--- src/rtl/cpu_seq_ctrl.sv ---
`default_nettype none
// ============================================================================
//  Module      : cpu_seq_ctrl
//  Description : Multi-cycle instruction sequencer for the RV32I core. Holds
//                the PC and instruction register, runs the instruction memory
//                fetch handshake, and steps each instruction through FETCH,
//                DECODE, EXEC and WB. Also provides halt/resume at instruction
//                boundaries and a retired-instruction counter.
//  Revision    : 1.0 - initial release
// ============================================================================
module cpu_seq_ctrl #(
   parameter int              XLEN      = 32,
   parameter logic [XLEN-1:0] RESET_PC  = 32'h0000_0000,
   parameter int              PC_STEP   = 4,
   parameter logic [XLEN-1:0] NOP_INSTR = 32'h0000_0013
) (
   input  logic            clk,
   input  logic            reset,
   output logic            imem_req,
   output logic [XLEN-1:0] imem_addr,
   input  logic            imem_ready,
   input  logic [XLEN-1:0] imem_rdata,
   output logic [XLEN-1:0] instr,
   input  logic            dec_w_enable,
   output logic            rf_rd_enable,
   output logic            rf_w_enable,
   input  logic            halt,
   output logic            halted,
   output logic            retire,
   output logic [XLEN-1:0] pc,
   output logic [31:0]     instret
);

   typedef enum logic [2:0] {
      S_IDLE   = 3'd0,
      S_FETCH  = 3'd1,
      S_DECODE = 3'd2,
      S_EXEC   = 3'd3,
      S_WB     = 3'd4,
      S_HALTED = 3'd5
   } state_t;

   localparam logic [XLEN-1:0] c_pc_step = XLEN'(PC_STEP);

   state_t          r_state;
   state_t          w_next_state;
   logic [XLEN-1:0] r_pc;
   logic [XLEN-1:0] r_instr;
   logic [31:0]     r_instret;

   // State register; reset parks the sequencer in IDLE immediately.
   always_ff @(posedge clk or negedge reset) begin
      if (!reset) begin
         r_state <= S_IDLE;
      end else begin
         r_state <= w_next_state;
      end
   end

   // Next-state decode; halt is only honoured at instruction boundaries.
   always_comb begin
      w_next_state = S_IDLE;
      case (r_state)
         S_IDLE:   w_next_state = halt ? S_HALTED : S_FETCH;
         S_FETCH:  w_next_state = imem_ready ? S_DECODE : S_FETCH;
         S_DECODE: w_next_state = S_EXEC;
         S_EXEC:   w_next_state = S_WB;
         S_WB:     w_next_state = halt ? S_HALTED : S_FETCH;
         S_HALTED: w_next_state = halt ? S_HALTED : S_FETCH;
         default:  w_next_state = S_IDLE;
      endcase
   end

   // Architectural registers: instruction capture on fetch accept, PC and
   // retire count advance only when an instruction leaves WB.
   always_ff @(posedge clk or negedge reset) begin
      if (!reset) begin
         r_pc      <= RESET_PC;
         r_instr   <= NOP_INSTR;
         r_instret <= 32'd0;
      end else begin
         if ((r_state == S_FETCH) && imem_ready) begin
            r_instr <= imem_rdata;
         end
         if (r_state == S_WB) begin
            r_pc      <= r_pc + c_pc_step;
            r_instret <= r_instret + 32'd1;
         end
      end
   end

   // Outputs are decoded from registered state; the write strobe is the
   // decoder's enable qualified by WB so each instruction writes at most once.
   assign imem_req     = (r_state == S_FETCH);
   assign imem_addr    = r_pc;
   assign pc           = r_pc;
   assign instr        = r_instr;
   assign instret      = r_instret;
   assign rf_rd_enable = (r_state == S_DECODE) || (r_state == S_EXEC);
   assign retire       = (r_state == S_WB);
   assign rf_w_enable  = (r_state == S_WB) && dec_w_enable;
   assign halted       = (r_state == S_HALTED);

endmodule
`default_nettype wire

--- config.mk ---
export PLATFORM = sky130hd
export DESIGN_NAME = cpu_seq_ctrl
export DESIGN_NICKNAME = d
export VERILOG_FILES = /design/src/rtl/cpu_seq_ctrl.sv
export SDC_FILE = /design/constraint.sdc
export NUM_CORES = 1
export LEC_CHECK = 0
export ABC_CLOCK_PERIOD_IN_PS = 2300
export CAP_MARGIN = 10
export CORE_UTILIZATION = 44
export DETAILED_ROUTE_END_ITERATION = 10
export HOLD_SLACK_MARGIN = 0.12
export PLACE_DENSITY_LB_ADDON = 0.1
export SYNTH_ARGS = -nofsm -noshare
export SYNTH_HDL_FRONTEND = slang
export SYNTH_SLANG_ARGS = --single-unit
--- constraint.sdc ---
create_clock -name clk -period 2.3 [get_ports clk]
set_input_delay 0.69 -clock clk [delete_from_list [all_inputs] [get_ports clk]]
set_output_delay 0.69 -clock clk [all_outputs]
set_load 0.1 [all_outputs]
==> impl_metrics.toml, run 1 <==
[worst_setup_path]
timing_worst_setup_path_type = "flip-flop to primary output"
r2r_setup_slack_ns = 0.36
worstPathMaxFanout = 6
r2r_cells = 6
crit_arrival_ns = 1.55
r2r_start = "r_state[1]"
cp.required_ns = 1.61
cp-end-kind = "primary output"
start_kind = "flip-flop"
r2r-end = "instret[9]"

[sta]
fmax_ghz = 0.447
hold_viol = 0
drv_slew = 0
setup_ws_ns = 0.0616
setup_viol = 0
rsz0062_at_grt = "false"
min_period_ns = 2.24
finalClockSkew_ns = 0.00873
fin_tns_setup_ns = 0
slew_headroom_pct = 60.5
tightest_slew_ns = 0.592
min_period_over_period_pct = 97.3

[cts]
cts_inserted_buffers = 9
cts_tree = "done"
clock_latency_ns = 0.36
clkSinkCount = 97
root_buffer = "clkbuf_8"
max-clock-path-buffers = 2
cts.htree.levels = 3
clk_pin_slew_ns = 0.09

[logic_synthesis]
synth_area_um2 = 4390
ys_seq_elements = 97
yosysTopAreaCell = "dfrtp_1"
yosysSeqAreaShare_pct = 55.4
synth_edf_count = 0
ys_types = 37
synth.top_cells.by_area = "dfrtp_1, xnor2_1, mux2_2"
synth-async-reset-ratio_pct = 100
avgSynthCellArea_um2 = 12.1
synth-main-ff-cell = "dfrtp_1"
syn_inst = 363
synth_top_area_share_pct = 53.6
yosysWarnings = 0

[die]
dieWidth_um = 102
core_region_area_um2 = 9730
num_io_pins = 170
initial_core_util_pct = 45.1
die-area_um2 = 10400
die_h_um = 102
rows = 36

[cells_and_area]
design_area_um2 = 6200
instances_no_fill = 655
drive_above_1_share_pct = 43.5
nets = 556
antenna_cells = 0
area_growth_pct = 41.4

[pwr]
power.leakage_uw = 0.00285
p_int_uw = 3870
power_uw = 8360
cellPowerDensity_nw_per_um2 = 1350
vdd_drop_max_mv = 1.35
power_frac_seq_pct = 28.4
netSwitchingFraction_pct = 53.7
p_switching_uw = 4490
clock_power_share_pct = 12.5
combPwrFrac_pct = 59.1

[routing]
post_drt_wl_per_cell_um = 14.2
drc_errors = 0
vias_per_cell = 4.81
first_pass_iters = 4
wl_um = 9300
vias = 3152
antenna_left = 0
drt-initial-drc-count = 71

[min_path]
hold_path.class = "input port to asynchronous set/reset pin"

[grt]
grt_use_total_pct = 18.5
overflow = 0
grt_max_degree = 47
grt_pass1_wl_um = 14700
antenna_found_initial = 0
grt_pass1_vias = 2993

[placed_design]
post-place-cells = 633
dpl_cell_area_um2 = 5970
numPortBuffers = 165
pre_cts_slack_ns = 0.115
gp_congestion = 0.698
dp_hpwl_um = 6760

[run]
maxCapViolCount = 0

[status]
outcome = "finished, final reports clean"
placed cells by master (no fill, tap or decap), types with 3 or more instances in the layout:
cell / instances
mux2_2: 32
clkbuf_8: 12
clkbuf_1: 4
nand3_1: 27
nor2_1: 7
and4_1: 4
buf_12: 21
dfstp_2: 3
buf_4: 127
nor2_2: 3
nand2_1: 23
conb_1: 4
xor2_1: 8
clkdlybuf4s50_1: 35
nand4_1: 26
xnor2_1: 52
nor3_1: 3
dfrtp_2: 20
inv_1: 6
dfrtp_1: 74
and3_1: 6
power by group through the flow:
stage	combinational, uW	sequential (uW)	clock (uW)
after global routing	5090	2430	1140
after detailed placement	4890	2430	0
after global placement	4850	2410	0
final	4940	2380	1040
after floorplan	1220	4900	0
after CTS	4940	2380	1100
worst max-delay path, cell delays in order, from the launching register on:
cell	delay [ns]
dfrtp_1	0.38
or3b_4	0.42
clkinv_4	0.08
and2_4	0.15
buf_12	0.16
sequential cells by signal, indices dropped and copies added (netlist names):
name and cells:
instr 32, imem_addr 30, instret 32, r_state 3
layer usage:
metal | share of wire, % | global-route usage [%] | wire (um)
met5 | 0 | 0 | 0
met1 | 44 | 24.1 | 4090
met2 | 46 | 28.2 | 4310
met4 | 2.2 | 9.45 | 209
met3 | 7.5 | 5.47 | 698
worst max-delay path by stage:
stage,start,endpoint,slack [ns],depth (start not counted)
after global placement,dec_w_enable,rf_w_enable,0.15,3
after detailed placement,imem_ready,instr[23],0.11,4
after CTS,r_state[1],rf_w_enable,0.0002,4
final,r_state[1],rf_w_enable,0.06,4
after global routing,r_state[1],rf_w_enable,0.006,4
after floorplan,r_state[1],rf_w_enable,-0.16,5
logic make-up after synthesis:
kind of cell	synth area share [%]
xor+xnor	12.0
compound gates	0.371
flops	55.4
buf+inv	7.62
other cells	0.0855
fa+ha+maj	0.571
simple gates	15.7
mux	8.22
what timing repair did:
item	CTS	global route
setup buffers	3	3
hold buffers	0	0
setup endpoints to repair	2	1
resized for setup	1	0
pin swaps	1	0
hold endpoints to repair	0	0
cell usage after synthesis (2+ instances only):
cell	count
dfrtp_1	94
xnor2_1	52
buf_4	35
mux2_2	32
nand3_1	27
nand4_1	26
nand2_1	23
nor2_1	8
xor2_1	8
and3_1	6
buf_2	6
inv_1	6
and4_1	4
and2_1	3
dfstp_2	3
nor3_1	3
ha_1	2
nand2b_1	2
nand4b_1	2
nor2_2	2
nor4_1	2
nor4_4	2
per-stage QoR:
step,hold slack [ns],utilization (%)
finish,0.224,63.7
global route,0.242,63.7
CTS,0.210,63.5
detailed placement,0.465,61.4
global placement,0.462,61.4
floorplan,0.394,-
final cells by class:
class,instances,area [um2]
Clock buffer,16,180
Fill cell,810,3530
Inverter,7,31.3
Multi-Input combinational cell,219,1640
Sequential cell,97,2460
Tap cell,133,166
Timing Repair Buffer,183,1720
Power figures use the tool's default switching activity.
==> inputs of run 2 (changes only) <==
Settings changed: CORE_ASPECT_RATIO set to 1.1, CORE_MARGIN set to 2.
==> impl_metrics.toml, run 2 (synthesis results as in run 1) <==
[grt]
grt_pass1_vias = 3184
grt_pass1_wl_um = 15300
grt_max_degree = 38
antenna_found_initial = 0
grt_use_total_pct = 17.8
overflow = 0

[pwr]
combPwrFrac_pct = 57.8
p_int_uw = 4000
power_uw = 8470
power_frac_seq_pct = 28.3
cellPowerDensity_nw_per_um2 = 1350
netSwitchingFraction_pct = 52.8
p_switching_uw = 4470
clock_power_share_pct = 13.9
power.leakage_uw = 0.00287
vdd_drop_max_mv = 0.994

[sta]
drv_slew = 0
min_period_ns = 2.23
tightest_slew_ns = 0.589
fin_tns_setup_ns = 0
min_period_over_period_pct = 96.9
rsz0062_at_grt = "false"
hold_viol = 0
fmax_ghz = 0.449
finalClockSkew_ns = 0.00621
slew_headroom_pct = 60.8
setup_viol = 0
setup_ws_ns = 0.0717

[placed_design]
pre_cts_slack_ns = 0.136
gp_congestion = 0.742
post-place-cells = 619
dp_hpwl_um = 6760
numPortBuffers = 165

[cts]
cts_inserted_buffers = 9
max-clock-path-buffers = 2
cts.htree.levels = 3
clk_pin_slew_ns = 0.09
clock_latency_ns = 0.36
postCtsHoldBufs = 0
clkSinkCount = 97
root_buffer = "clkbuf_8"
cts_tree = "done"

[routing]
wl_um = 9320
first_pass_iters = 4
drt-met1-wl_um = 4030
post_drt_wl_per_cell_um = 14.6
antenna_left = 0
wl_met3_um = 764
top_layer = "met4"
drt-initial-drc-count = 80
drc_errors = 0
vias_per_cell = 5.00
routed-wl-met2_um = 4410
vias = 3202

[cells_and_area]
area_growth_pct = 42.7
final_common_cell = "buf_4"
instances_no_fill = 640
layout_common_cells = "buf_4, dfrtp_1, xnor2_1, clkdlybuf4s50_1, mux2_2"
antenna_cells = 0
drive_above_1_share_pct = 44.0
nets = 554

[die]
die_h_um = 109
rows = 38
die-area_um2 = 10800
core_region_area_um2 = 9790
num_io_pins = 170
dieWidth_um = 99.2
initial_core_util_pct = 44.8

[worst_setup_path]
start_kind = "flip-flop"
cp-end-kind = "primary output"
startpoint = "r_state[1]"
timing_worst_setup_path_type = "flip-flop to primary output"
r2r_start = "r_state[1]"
cp.required_ns = 1.61
worstPathMaxFanout = 3
crit_arrival_ns = 1.54

[run]
maxCapViolCount = 0

[status]
outcome = "finished, final reports clean"

[min_path]
hold_path.class = "input port to asynchronous set/reset pin"
[run 2: worst paths after layout]
| path | to | slack [ns] | cells after the start |
|---|---|---|---|
| worst max-delay path | rf_w_enable | 0.07 | 4 |
| worst min-delay path | instret[11] | 0.29 | 1 |
| max in group asynchronous | instr[1] | 1.35 | 2 |
| min in group clk | instret[31] | 0.50 | 1 |
| worst max register to register | instret[26] | 0.38 | 6 |
| worst min register to register | instret[31] | 0.50 | 1 |
[run 2: per-stage QoR]
stage | util, % | cell area [um2] | hold slack (ns)
final | 63.9 | 6260 | 0.286
after global routing | 63.9 | 6260 | 0.303
after CTS | 63.9 | 6260 | 0.287
after detailed placement | 61.2 | 6000 | 0.484
after global placement | 61.2 | 6000 | 0.471
after floorplan | - | 4430 | 0.394
[run 2: worst max-delay path, stage by stage (launching register included)]
cell and delay, ns:
dfrtp_2 0.41, or3b_4 0.40, clkinv_4 0.07, and2_4 0.14, buf_12 0.16
[run 2: routing by layer]
metal,track usage [%],vias to the layer above
li1,-,1507
met1,23.3,1572
met2,27.8,113
met3,5.96,10
met4,6.36,0
met5,0,-
[run 2: cell type report]
cell class / instances / area (um2)
fill: 798 / 3540
tap: 120 / 150
inverter: 7 / 31.3
timing repair buffer: 181 / 1760
clock inverter: 2 / 35.0
multi-input combinational: 219 / 1640
sequential: 97 / 2460
clock buffer: 14 / 183
[run 2: what timing repair did]
action	in CTS	in global routing
endpoints found under the setup margin	1	0
resized for setup	2	0
setup buffers	5	0
[run 2: power by group through the flow]
| stage | Combinational, uW | Sequential (uW) | Clock, uW |
|---|---|---|---|
| 2_1_floorplan | 1220 | 4900 | 0 |
| 3_3_place_gp | 4790 | 2450 | 0 |
| 3_5_place_dp | 4840 | 2450 | 0 |
| 4_1_cts | 4920 | 2400 | 1220 |
| 5_1_grt | 5040 | 2450 | 1290 |
| 6_report | 4890 | 2390 | 1180 |
==> inputs of run 3 (changes only) <==
Settings changed: CTS_CLUSTER_DIAMETER set to 50.
==> results of run 3 <==
Same layout as run 2: the final DEF is identical, and so are final timing and power.
